`config.mk`:
```
export PLATFORM = sky130hd
export DESIGN_NAME = seq_mult_unit
export DESIGN_NICKNAME = d
export VERILOG_FILES = /design/src/rtl/seq_mult_unit.sv
export SDC_FILE = /design/constraint.sdc
export NUM_CORES = 1
export LEC_CHECK = 0
export ABC_CLOCK_PERIOD_IN_PS = 16900
export CORE_MARGIN = 5
export CORE_UTILIZATION = 35
export DETAILED_ROUTE_END_ITERATION = 6
export PLACE_DENSITY = 0.55
export SLEW_MARGIN = 25
export SYNTH_ARGS = -nofsm -noshare
export SYNTH_HDL_FRONTEND = slang
export SYNTH_SLANG_ARGS = --single-unit
```
`constraint.sdc`:
```
create_clock -name i_clk -period 16.9 [get_ports i_clk]
set_input_delay 3.38 -clock i_clk [delete_from_list [all_inputs] [get_ports i_clk]]
set_output_delay 3.38 -clock i_clk [all_outputs]
set_load 0.005 [all_outputs]
```
`src/rtl/seq_mult_unit.sv`:
```
// seq_mult_unit: iterative radix-2 shift-and-add multiplier for MULT/MULTU writing HI/LO
// Ports: i_clk clock; i_rst_n async active-low reset; i_start/i_signed/i_a/i_b request
//   (sampled in IDLE); i_flush abort; o_busy high in CALC/FIX/DONE; o_done one-cycle
//   result strobe; o_hi/o_lo product halves, held until the next completed op.
// Optional MULT_EARLY_TERM_EN: finish the step loop as soon as the remaining
//   multiplier bits are all zero, shifting the accumulator into place in one cycle.
module seq_mult_unit #(
  parameter int WIDTH = 32,
  parameter int CNT_W = 6
) (
  input  logic             i_clk,
  input  logic             i_rst_n,
  input  logic             i_start,
  input  logic             i_signed,
  input  logic [WIDTH-1:0] i_a,
  input  logic [WIDTH-1:0] i_b,
  input  logic             i_flush,
  output logic             o_busy,
  output logic             o_done,
  output logic [WIDTH-1:0] o_hi,
  output logic [WIDTH-1:0] o_lo
);
  typedef enum logic [1:0] {IDLE, CALC, FIX, DONE} state_t;
  state_t state;
  logic [WIDTH-1:0] mcand, mplr, acc_hi, acc_lo, addend, sum, mag_a, mag_b;
  logic [WIDTH:0] carry;
  logic [CNT_W-1:0] cnt;
  logic neg, last;
  logic [2*WIDTH-1:0] step, prod, fixed;
  // Magnitudes are held unsigned, so -2^(W-1) maps to 2^(W-1) without overflow.
  assign mag_a = (i_signed && i_a[WIDTH-1]) ? -i_a : i_a;
  assign mag_b = (i_signed && i_b[WIDTH-1]) ? -i_b : i_b;
  assign addend = mplr[0] ? mcand : '0;
  assign carry[0] = 1'b0;
  // Ripple chain of full-adder cells; its carry-out becomes the next product MSB.
  for (genvar i = 0; i < WIDTH; i++) begin : fa
    assign sum[i] = acc_hi[i] ^ addend[i] ^ carry[i];
    assign carry[i+1] = (acc_hi[i] & addend[i]) | (carry[i] & (acc_hi[i] ^ addend[i]));
  end
  assign step = {carry[WIDTH], sum, acc_lo[WIDTH-1:1]};
`ifdef MULT_EARLY_TERM_EN
  // Once no multiplier bits remain, later steps only shift; do them all at once.
  assign last = (cnt == CNT_W'(1)) || (mplr[WIDTH-1:1] == '0);
  assign prod = step >> (cnt - CNT_W'(1));
`else
  assign last = (cnt == CNT_W'(1));
  assign prod = step;
`endif
  assign fixed = neg ? ~{acc_hi, acc_lo} + (2*WIDTH)'(1) : {acc_hi, acc_lo};
  always_ff @(posedge i_clk or negedge i_rst_n) begin
    if (!i_rst_n) begin
      state  <= IDLE;
      o_busy <= 1'b0;
      o_done <= 1'b0;
      o_hi   <= '0;
      o_lo   <= '0;
      cnt    <= '0;
      mcand  <= '0;
      mplr   <= '0;
      acc_hi <= '0;
      acc_lo <= '0;
      neg    <= 1'b0;
    end else if (i_flush) begin
      state  <= IDLE;
      o_busy <= 1'b0;
      o_done <= 1'b0;
    end else begin
      case (state)
        IDLE: if (i_start) begin
          mcand  <= mag_a;
          mplr   <= mag_b;
          neg    <= i_signed & (i_a[WIDTH-1] ^ i_b[WIDTH-1]);
          acc_hi <= '0;
          acc_lo <= '0;
          cnt    <= CNT_W'(WIDTH);
          o_busy <= 1'b1;
          state  <= CALC;
        end
        CALC: begin
          {acc_hi, acc_lo} <= prod;
          mplr  <= mplr >> 1;
          cnt   <= last ? '0 : cnt - CNT_W'(1);
          state <= last ? FIX : CALC;
        end
        FIX: begin
          {o_hi, o_lo} <= fixed;
          o_done <= 1'b1;
          state  <= DONE;
        end
        default: begin
          o_done <= 1'b0;
          o_busy <= 1'b0;
          state  <= IDLE;
        end
      endcase
    end
  end
endmodule

```
==> flow_summary.rst <==
.. list-table::
   :header-rows: 1

   * - Metric
     - Value
   * - Run status
     - completed
   * - Setup TNS Final
     - 0 ps
   * - Total track usage
     - 0.157
   * - Worst path required time
     - 17,260 ps
   * - Setup crit start kind
     - register
   * - Via Count
     - 8,751
   * - Global-route wire length before repair
     - 46.8 mm
   * - Final ANT Viol Nets
     - 0
   * - Asr flop ratio synth
     - 1.00
   * - Nets@finish
     - roughly 1.4k
   * - Worst reg2reg endpoint
     - acc_hi[30]
   * - Worst slew margin relative to its limit
     - 0.419
   * - Post-CTS setup-driven buffer insertion count
     - 0
   * - Total wire length after detailed routing
     - 28.4 mm
   * - Post-CTS Hold Fix Bufs
     - 0
   * - Count of instances resized after the clock tree is built
     - 0
   * - Most used DFF post-synth
     - dfrtp_1
   * - Class of the worst hold path
     - reg2reg
   * - Post-synthesis register bit count
     - a little over 200
   * - Count of H-tree levels built during CTS
     - 1
   * - Yosys warning count
     - 0
   * - Metal-1 WL
     - 13.9 mm
   * - Number of maximum-capacitance violations
     - 0
   * - Wire length per cell after detailed routing
     - roughly 17 µm
   * - Slack of the critical path
     - about 3400 ps
   * - Final setup viols
     - 0
   * - Die X-Extent
     - 189 µm
   * - Uppermost signal routing layer after detailed routing
     - met4
   * - EDFF count, synth
     - 0
   * - Critical register-to-register path startpoint
     - mplr[0]
   * - Type of the worst setup path
     - reg2reg
   * - Number of search-and-repair iterations in the first detailed-routing pass
     - 4
   * - Clk sinks
     - slightly above 200
   * - Peak supply drop
     - 0.0605 mV
   * - Highest net fanout along the worst path
     - 33
   * - Row count
     - 65
   * - Amount of wire on met3 after detailed routing
     - approximately 1.1 mm
   * - Type of destination of the critical path
     - register
   * - Count of pins on the block boundary
     - 135
   * - Area of the core
     - 31,600 µm²
   * - Hold Fails Final Rpt
     - 0
   * - Min cycle time layout
     - 13,470 ps
   * - Share of the clock period used by the worst path
     - 0.797
   * - Clk root buf
     - clkbuf_16
   * - Clock-pin slew on the worst setup and hold paths
     - 60 ps
   * - Net count of the mapped netlist
     - 1,320
   * - Cell family with the largest share of critical-path delay
     - adder cells
   * - Number of cell instances on the worst register-to-register path
     - 37
   * - Data arrival, critical path
     - 13,830 ps
   * - Leading cell type in the layout, fill and taps excluded
     - nand2_1
   * - Vertical die dimension
     - 189 µm
   * - Number of antenna diodes
     - 0
   * - Final estimated routing congestion in global placement
     - 0.782
   * - Maximum number of pins on one net before global-route repair
     - 96
   * - Master of the slowest instance on the critical path
     - dfrtp_2
   * - Setup repair after global routing missed its margin
     - false
   * - Ratio of cells with drive above 1 in the final layout
     - 0.0508
   * - Number of standard cells in the layout, taps in and fillers out
     - 1,721
   * - Crit path largest cell delay
     - approximately 710 ps
   * - Initial antenna violation count
     - 0
   * - Number of DRC violations after detailed routing
     - 0
   * - IO buf count
     - ~130
   * - Clock latency reported for the late side of the worst-skew pair
     - 510 ps
   * - Design area
     - ~14,000 µm²
   * - Leak Pwr
     - 5.61 nW
   * - Sequential area share after synthesis
     - 0.453
   * - Overall die area
     - approximately 36,000 µm²
   * - Cell count after synthesis
     - 1,210
   * - Worst setup slack after placement
     - 3090 ps
   * - Buffer depth of the longest clock path
     - 3
   * - Count of final max-slew check failures
     - 0
   * - Power Dens Cells
     - 121 nW/µm²
   * - Critical path endpoint
     - acc_hi[30]
   * - Placed cell count
     - 1,685
   * - Worst clock skew
     - about 15 ps
   * - Library cells used by synthesis
     - 46
   * - Starting density of the core
     - 0.355
   * - Hold Worst Slack
     - 473 ps
   * - Most frequent cells in the layout
     - nand2_1, dfrtp_1, o21ai_0
   * - Total overflow reported by the global router
     - 0
   * - Average size of a mapped cell
     - 9.27 µm²
   * - Timing startpoint of the critical path
     - mplr[0]
   * - Netlist area before placement
     - 11,200 µm²
   * - HPWL reported at the end of detailed placement
     - 20.8 mm
   * - Number of global-route vias before repair
     - 8,677
   * - Total number of cells along the worst setup path
     - 37
   * - Bufs and invs on worst path
     - 3
   * - Clock tree from TritonCTS
     - yes
   * - Via-to-Cell Ratio
     - 5.08
   * - Wire length on met2
     - 13.0 mm
   * - Layout overhead on the synthesized area
     - 21.6%
   * - Cell Area, Placed
     - 12,900 µm²
   * - Starting DRC count in detailed routing
     - 423
   * - Cell with the most instances on the worst path
     - fa_1
   * - FMAX
     - 74.2 MHz
   * - Reg2reg setup slack
     - approximately 3400 ps
   * - Total CTS buffers
     - 23
   * - Worst-margin pin slew
     - just under 900 ps
logic make-up after synthesis:
family | Yosys count | share of synthesized area
AOI/OAI and AO/OA | 324 | 0.175
xor gates and xnor gates | 117 | 0.0913
adders and majority gates | 41 | 0.0665
buffers and inverters | 125 | 0.0425
DFF | 203 | 0.453
muxes | 12 | 0.0109
and+or+nand+nor | 388 | 0.161
area by class of cell:
cell class,instances,area (µm²)
Clock buffer,26,597
Sequential cell,203,5080
Timing Repair Buffer,144,1460
Fill cell,3124,18000
Inverter,54,203
Multi-Input combinational cell,882,5690
Clock inverter,10,111
Tap cell,402,503
routing by layer:
metal | up-vias | GRT usage
met5 | - | 0
met4 | 0 | 0.0334
met3 | 29 | 0.0216
met2 | 158 | 0.251
met1 | 4181 | 0.230
li1 | 4383 | -
worst min path at each step:
stage,endpoint,slack (ps),startpoint,depth (start not counted)
6_report,mcand[0],470,mcand[0],2
5_1_grt,mplr[19],490,mplr[19],2
4_1_cts,mcand[0],480,mcand[0],2
3_5_place_dp,mcand[0],460,mcand[0],2
3_3_place_gp,mcand[0],460,mcand[0],2
2_1_floorplan,mplr[19],440,mplr[19],2
tightest hold or removal path, stage by stage, from the launching register on:
cell and delay, ps:
dfrtp_1 330, nand2_1 50, o21ai_0 60
synthesized netlist by cell type, types with 2 or more instances:
library cell / n / area share
mux2i_1: 10 / 0.0089
a22o_1: 31 / 0.024
nand4_1: 6 / 0.0033
o21ai_1: 4 / 0.0018
or4_1: 17 / 0.011
o21ai_2: 2 / 0.0016
o21ai_0: 156 / 0.070
or3_1: 22 / 0.012
nor4_1: 12 / 0.0067
nor3b_1: 2 / 0.0013
nand3_1: 17 / 0.0076
o211ai_1: 7 / 0.0047
xnor2_1: 60 / 0.047
o221ai_1: 3 / 0.0023
or4_4: 3 / 0.0030
mux2_2: 2 / 0.0020
fa_1: 31 / 0.055
clkbuf_1: 68 / 0.023
nand2_1: 209 / 0.070
o41ai_1: 12 / 0.0094
a31oi_1: 4 / 0.0022
o31ai_1: 29 / 0.019
nor2_1: 45 / 0.015
a21oi_1: 40 / 0.018
or2_2: 4 / 0.0022
buf_1: 2 / 0.00067
inv_1: 54 / 0.018
xor2_1: 57 / 0.044
and2_1: 6 / 0.0033
nand2b_1: 14 / 0.0078
nor2b_1: 3 / 0.0017
or4b_2: 2 / 0.0018
nand3b_1: 3 / 0.0020
nor3_1: 20 / 0.0089
o22ai_1: 31 / 0.017
ha_1: 10 / 0.011
dfrtp_1: 203 / 0.45
registers in the layout (all words and copies together), names as in the netlist:
signal  flops
acc_hi     32
acc_lo     32
cnt         6
mcand      32
mplr       32
neg         1
o_busy      1
o_done      1
o_hi       32
o_lo       32
state       2
report_power, final:
| group | switching [mW] | total [mW] | internal (mW) |
|---|---|---|---|
| Combinational | 0.300 | 0.509 | 0.209 |
| Clock | 0.198 | 0.480 | 0.282 |
| Sequential | 0.0787 | 0.659 | 0.581 |
metrics by stage:
stage           util  total power, mW
4_1_cts        0.431             1.68
6_report       0.431             1.65
2_1_floorplan      -            0.998
3_5_place_dp   0.409             1.18
3_3_place_gp   0.407             1.17
5_1_grt        0.431             1.77
Power figures use the tool's default switching activity.
